## src/rtl/accum_drain_reader_pkg.sv

```systemverilog
// accum_drain_reader_pkg: shared FIFO depth, drain state type and count-width helper
package accum_drain_reader_pkg;
  localparam int DRAIN_FIFO_DEPTH = 2;
  typedef enum logic {IDLE, DRAIN} state_t;
  function automatic int cnt_width(input int depth);
    return $clog2(depth) + 1;
  endfunction
endpackage

```

## src/rtl/accum_drain_reader_sync_fifo2.sv

```systemverilog
// sync_fifo2: 2-entry register FIFO whose head register drives dout directly
// ports: clk, rst, flush (sync clear), push/din, pop, dout (head), cnt, full, empty
module sync_fifo2
  import accum_drain_reader_pkg::*;
#(
  parameter int W = 64
) (
  input  logic         clk,
  input  logic         rst,
  input  logic         flush,
  input  logic         push,
  input  logic         pop,
  input  logic [W-1:0] din,
  output logic [W-1:0] dout,
  output logic [1:0]   cnt,
  output logic         full,
  output logic         empty
);
  logic [W-1:0] mem [DRAIN_FIFO_DEPTH];
  logic do_pop;
  logic [1:0] base;
  assign full = cnt == 2'(DRAIN_FIFO_DEPTH);
  assign empty = cnt == 2'd0;
  assign dout = mem[0];
  assign do_pop = pop && !empty;
  // occupancy after the pop; the pushed word lands in that slot
  assign base = cnt - 2'(do_pop);
  always_ff @(posedge clk) begin
    if (rst || flush) cnt <= '0;
    else cnt <= base + 2'(push);
    if (do_pop) mem[0] <= mem[1];
    if (push) mem[base[0]] <= din;
    if (!rst && !flush) assert (!(push && base == 2'd2));
  end
endmodule

```

## src/rtl/accum_drain_reader.sv

```systemverilog
// accum_drain_reader: drains num_words from the write-back bank onto a valid/ready stream
// ports: clk, rst, start/num_words (launch), switch_banks (abort), ren_wb/radr_wb/rdata_wb
// (1-cycle read port), out_valid/out_data/out_ready (stream), busy, done, abort_err
module accum_drain_reader
  import accum_drain_reader_pkg::*;
#(
  parameter int DATA_WIDTH = 64,
  parameter int BANK_ADDR_WIDTH = 7,
  parameter int BANK_DEPTH = 128
) (
  input  logic                       clk,
  input  logic                       rst,
  input  logic                       start,
  input  logic [BANK_ADDR_WIDTH:0]   num_words,
  input  logic                       switch_banks,
  output logic                       ren_wb,
  output logic [BANK_ADDR_WIDTH-1:0] radr_wb,
  input  logic [DATA_WIDTH-1:0]      rdata_wb,
  output logic                       out_valid,
  output logic [DATA_WIDTH-1:0]      out_data,
  input  logic                       out_ready,
  output logic                       busy,
  output logic                       done,
  output logic                       abort_err
);
  localparam int CW = cnt_width(BANK_DEPTH);
  state_t state, state_n;
  logic [CW-1:0] total, rd_cnt, out_cnt, clamp;
  logic inflight, pop, abort, last, accept, zero_start;
  logic [1:0] fifo_cnt;
  logic fifo_full, fifo_empty;
  assign pop = out_valid && out_ready;
  assign abort = state == DRAIN && switch_banks;
  assign last = pop && out_cnt + CW'(1) == total;
  // a start coinciding with the done pulse is dropped
  assign accept = state == IDLE && start && !done && num_words != '0;
  assign zero_start = state == IDLE && start && !done && num_words == '0;
  assign clamp = num_words > CW'(BANK_DEPTH) ? CW'(BANK_DEPTH) : CW'(num_words);
  assign out_valid = !fifo_empty;
  always_ff @(posedge clk) begin
    if (rst) state <= IDLE;
    else state <= state_n;
  end
  always_comb begin
    state_n = state == IDLE ? (accept ? DRAIN : IDLE) : (abort || last ? IDLE : DRAIN);
  end
  // credit: buffered + in-flight words after this cycle's pop must stay below 2
  always_comb begin
    busy = state == DRAIN;
    radr_wb = rd_cnt[BANK_ADDR_WIDTH-1:0];
    ren_wb = state == DRAIN && rd_cnt < total &&
             ({1'b0, fifo_cnt} + 3'(inflight) - 3'(pop)) < 3'd2;
  end
  always_ff @(posedge clk) begin
    if (rst) begin
      total <= '0;
      rd_cnt <= '0;
      out_cnt <= '0;
      inflight <= 1'b0;
      done <= 1'b0;
      abort_err <= 1'b0;
    end else begin
      done <= zero_start || (state == DRAIN && !switch_banks && last);
      inflight <= ren_wb && !abort;
      if (accept) begin
        total <= clamp;
        rd_cnt <= '0;
        out_cnt <= '0;
        abort_err <= 1'b0;
      end else begin
        if (ren_wb) rd_cnt <= rd_cnt + CW'(1);
        if (pop) out_cnt <= out_cnt + CW'(1);
        if (abort) abort_err <= 1'b1;
      end
      assert (!(inflight && fifo_full && !pop));
    end
  end
  sync_fifo2 #(.W(DATA_WIDTH)) u_fifo (
    .clk(clk),
    .rst(rst),
    .flush(abort),
    .push(inflight),
    .pop(pop),
    .din(rdata_wb),
    .dout(out_data),
    .cnt(fifo_cnt),
    .full(fifo_full),
    .empty(fifo_empty)
  );
endmodule

```

## config.mk

```make
export PLATFORM = sky130hd
export DESIGN_NAME = accum_drain_reader
export DESIGN_NICKNAME = d
export VERILOG_FILES = /design/src/rtl/accum_drain_reader_pkg.sv /design/src/rtl/accum_drain_reader_sync_fifo2.sv /design/src/rtl/accum_drain_reader.sv
export SDC_FILE = /design/constraint.sdc
export NUM_CORES = 1
export LEC_CHECK = 0
export BUFFER_PORTS_ARGS = -buffer_cell sky130_fd_sc_hd__clkbuf_2
export CORE_ASPECT_RATIO = 1.2
export CORE_UTILIZATION = 35
export DETAILED_ROUTE_END_ITERATION = 10
export HOLD_SLACK_MARGIN = 0.06
export SLEW_MARGIN = 30
export SYNTH_ARGS = -nofsm -noshare
export SYNTH_HDL_FRONTEND = slang
export SYNTH_HIERARCHICAL = 1
export SYNTH_SLANG_ARGS = --single-unit
export TNS_END_PERCENT = 10
```

## constraint.sdc

```tcl
create_clock -name clk -period 7.9 [get_ports clk]
set_clock_uncertainty 0.05 [all_clocks]
set_input_delay 1.185 -clock clk [delete_from_list [all_inputs] [get_ports clk]]
set_output_delay 1.185 -clock clk [all_outputs]
set_load 0.05 [all_outputs]
```

Word level (Yosys, flattened, before mapping)
Memories as Yosys holds them, arrays and structs flattened.
Cells that the tools add are included.
- add/subtract/negate cells: 6
- multiply operators: 0
- divide/modulo/power cells: 0
- order comparisons: 3
- equality and inequality tests: 1
- shift-type cells: 0
- muxes and demuxes: 8
- bitwise gates (word level): 1
- reductions and logical operators: 24
- operators by type and width (cell ; count):
    8-bit by 1-bit adder with 8-bit output, second input constant ; 2
    1-bit logical AND ; 13
    8-bit == test ; 1
    8-bit > comparator, second input constant ; 1
    8-bit logical NOT ; 1
    8-bit less-than comparator ; 1
    8-bit two-way mux ; 1
    8-bit nonzero test ; 1
    1-bit two-way mux ; 7
    1-bit logical NOT ; 4
    2-bit by 1-bit adder with 3-bit output ; 1
    1-bit logical OR ; 3
    3-bit by 2-bit less-than comparator with 1-bit output, second input constant ; 1
    3-bit by 1-bit subtractor with 3-bit output ; 1
    2-bit by 1-bit adder with 2-bit output ; 1
    2-bit logical NOT ; 1
    2-bit OR reduction ; 1
    2-bit by 1-bit subtractor with 2-bit output ; 1
    1-bit NOT ; 1
- register bits after elaboration: 30
- latch bits: 0
- bits in writable memories: 128
- memory bits (read-only): 0
- input bits: 77
- output and inout bits: 76
- word-level logic and storage cells: 52
- memories kept: 1
- memories (memory ; words ; width ; rd ports ; clocked after memory_dff ; wr ports ; RTL line ; source):
    u_fifo.mem ; 2 ; 64 ; 2 ; 0 ; 2 ; accum_drain_reader_sync_fifo2.sv:19 ; logic [W-1:0] mem [DRAIN_FIFO_DEPTH];

Longest topological paths before layout
- depth after elaboration: 7
- mapped depth: 11
- depth with buffers taken out: 10

Modules after synthesis
Netlist, hierarchy kept.
- by module, submodules not included (module ; times used ; cells each ; area an instance (um^2) ; sequential area each (um^2)):
    sync_fifo2 ; 1 ; 213 ; 4969.8 ; 3883.7
    accum_drain_reader ; 1 ; 197 ; 1705.4 ; 560.5

Worst setup path after synthesis
Ideal clock, no wire load.
- path type: in2out
- from: in out_ready
- to: out ren_wb
- data arrival time: 4056 ps
- data required time: 6665 ps
- slack: 2609 ps
- cell stages on the path: 8
- buffers on the path: 1
- cells stage by stage: nor2b_1 > clkbuf_1 > ha_1 > nand2b_1 > fa_1 > xor2_1 > a2111o_1 > a21oi_1
- longest elaborated chain between the ends: 4
- ends and longest elaborated chain (element ; RTL line ; source):
    start, declared ; accum_drain_reader.sv:21 ; input logic out_ready,
    1-bit logical AND ; accum_drain_reader.sv:32 ; assign pop = out_valid && out_ready;
    net pop ; accum_drain_reader.sv:29 ; logic inflight, pop, abort, last, accept, zero_start;
    3-bit by 1-bit subtractor with 3-bit output ; accum_drain_reader.sv:52 ; ({1'b0, fifo_cnt} + 3'(inflight) - 3'(pop)) < 3'd2;
    3-bit by 2-bit less-than comparator with 1-bit output ; accum_drain_reader.sv:52 ;
    1-bit logical AND ; accum_drain_reader.sv:51 ; ren_wb = state == DRAIN && rd_cnt < total &&
    end, declared ; accum_drain_reader.sv:16 ; output logic ren_wb,
The timed path passes the listed nets, and every way through them passes these cells.

Final worst setup path
- from: in out_ready
- to: out ren_wb
- longest elaborated chain between the ends: 4
- ends and longest elaborated chain (element ; RTL line):
    1-bit logical AND ; accum_drain_reader.sv:32
    3-bit by 1-bit subtractor with 3-bit output ; accum_drain_reader.sv:52
    3-bit by 2-bit less-than comparator with 1-bit output ; accum_drain_reader.sv:52
    1-bit logical AND ; accum_drain_reader.sv:51
Every way passes these cells.

==> flow_summary.ini <==
[run_status]
status = complete, no violations

[flow_run]
maxCapViolCount = 0

[power]
power_leakage_uw = 0.003200
powerDensity_nw_per_um2 = 225.4
peakVddDrop_mv = 0.1526

[sta]
setup_violations = 0
tightest_slew_ps = 850.0
timing_hold_violations_final = 0
finalCriticalPeriod_ps = 5600
rsz0062_at_grt = no
timing.fmax_mhz = 178.6
whs_ps = 442.4
fin_setup_tns_ps = 0
relSlewSlack_pct = 43.33
post-route-period-util_pct = 70.89
slew_violations = 0

[worst_setup_path]
critPathKind = in2out
setup.worst_path.start_class = input pin
path_max_fanout = 11
worstPathRequired_ps = 6660
arrival_ps = 4370
end_kind = primary output
ff2ff_path_depth = 10

[drt]
drt-total-wl_um = 12960
firstDrtPassIters = 4
detailedRoute.firstIterationViolations = 180
ant_nets = 0
dr_total_vias = 3824
wl_per_cell_um = 15.63
drc = 0
vias_per_cell = 4.613

[yosys]
synthesis.nets = 500
ys.warnings.count = 6
syn_area_sq_um = 6669
postSynthAreaPerCell_sq_um = 16.31
synthCells = 409

[min_path]
holdPathStages = 1
hp-class = reg2reg

[grt]
track_usage_pct = 13.67
grt_antenna_before_repair = 2
grt_pass1_vias = 3909
grt_overflow = 0
grt_max_degree = 66
grt_pass1_wl_um = 20460

[cts]
cts_max_path_buffers = 2
tritoncts = done
numClockSinks = 158
cts_resized = 0
ctsHtreeMaxLevel = 4
root_buffer = clkbuf_16
clock_latency_ps = 420
clk_pin_slew_ps = 70
hold_buffers = 0
cts_setup_buffers = 0
cts_made_buffers = 17

[final_layout]
fin_util_pct = 44.80
area_delta_synth_final_pct = 23.90
drive_gt1_share_pct = 45.22
fill_cells = 1676
nets = 653

[placed_design]
io_buffers = 152
dpl.hpwl_um = 8694
gp_congestion = 0.7534

[floorplanning]
core-area_sq_um = 18450
fp-row-count = 54
io-pin-count = 153
initial_core_util_pct = 36.16
die-area_sq_um = 19610
die_width_um = 128.0
fp.dieH_um = 153.2
==> routing by layer <==
metal / global-route usage (%) / share of wire [%]
met1: 16.89 / 46
met5: 0 / 0
met3: 4.270 / 5.7
met2: 22.33 / 47
met4: 5.042 / 1.4
==> registers in the layout (all words and copies together), names as in the netlist, 2 cells and up <==
signal	flops
rd_cnt	8
out_cnt	8
u_fifo/cnt	2
total	8
u_fifo/mem	128
==> final timing paths <==
check,start,slack [ps],end
worst min register to register,abort_err,440,abort_err
worst min-delay path,abort_err,440,abort_err
worst max-delay path,out_ready,2300,ren_wb
worst max register to register,u_fifo/cnt[1],4170,rd_cnt[3]
==> per-stage QoR <==
step           cell area [sq um]  total power, uW  worst slack (ps)  std cells
2_1_floorplan               6669             1024              2610        409
4_1_cts                     8203             1888              2292        825
6_report                    8263             1863              2300        829
3_5_place_dp                7617             1069              2300        793
5_1_grt                     8258             1926              2141        827
3_3_place_gp                7614             1066              2396        793
==> worst max-delay path, cell delays in order <==
cell and delay, ps:
clkbuf_2 90, nor2b_1 630, ha_1 350, nand2b_1 150
fa_1 380, xor2_1 170, a2111o_1 440, a21oi_1 580
clkbuf_2 400
==> placed cells by master, fill, tap and decap left out, types with 11 or more instances in the layout <==
cell and instances:
nand2_1 14, ha_1 11, dfxtp_1 30, inv_1 14, clkbuf_2 152, nor2_1 17
mux2_2 15, clkbuf_16 17, edfxtp_1 128, a21oi_1 13, mux2_4 49, xor2_1 11
==> where the power goes <==
group          switching [uW]  internal, uW  total (uW)
Combinational            84.0          48.4         132
Clock                     341           471         812
Sequential               6.69           912         918
Total                     432          1430        1860
==> final cells by class <==
type | count | area (sq um) | area share, %
repair buffers | 155 | 827.0 | 10.01
clock buffers | 18 | 429.2 | 5.194
clock inverters | 14 | 156.4 | 1.893
inverters | 14 | 52.55 | 0.6360
diodes | 2 | 5.005 | 0.06057
flip-flops and latches | 158 | 4444 | 53.79
multi-input cells | 216 | 2033 | 24.61
well taps | 252 | 315.3 | 3.816
(Power assumes the default switching activity.)
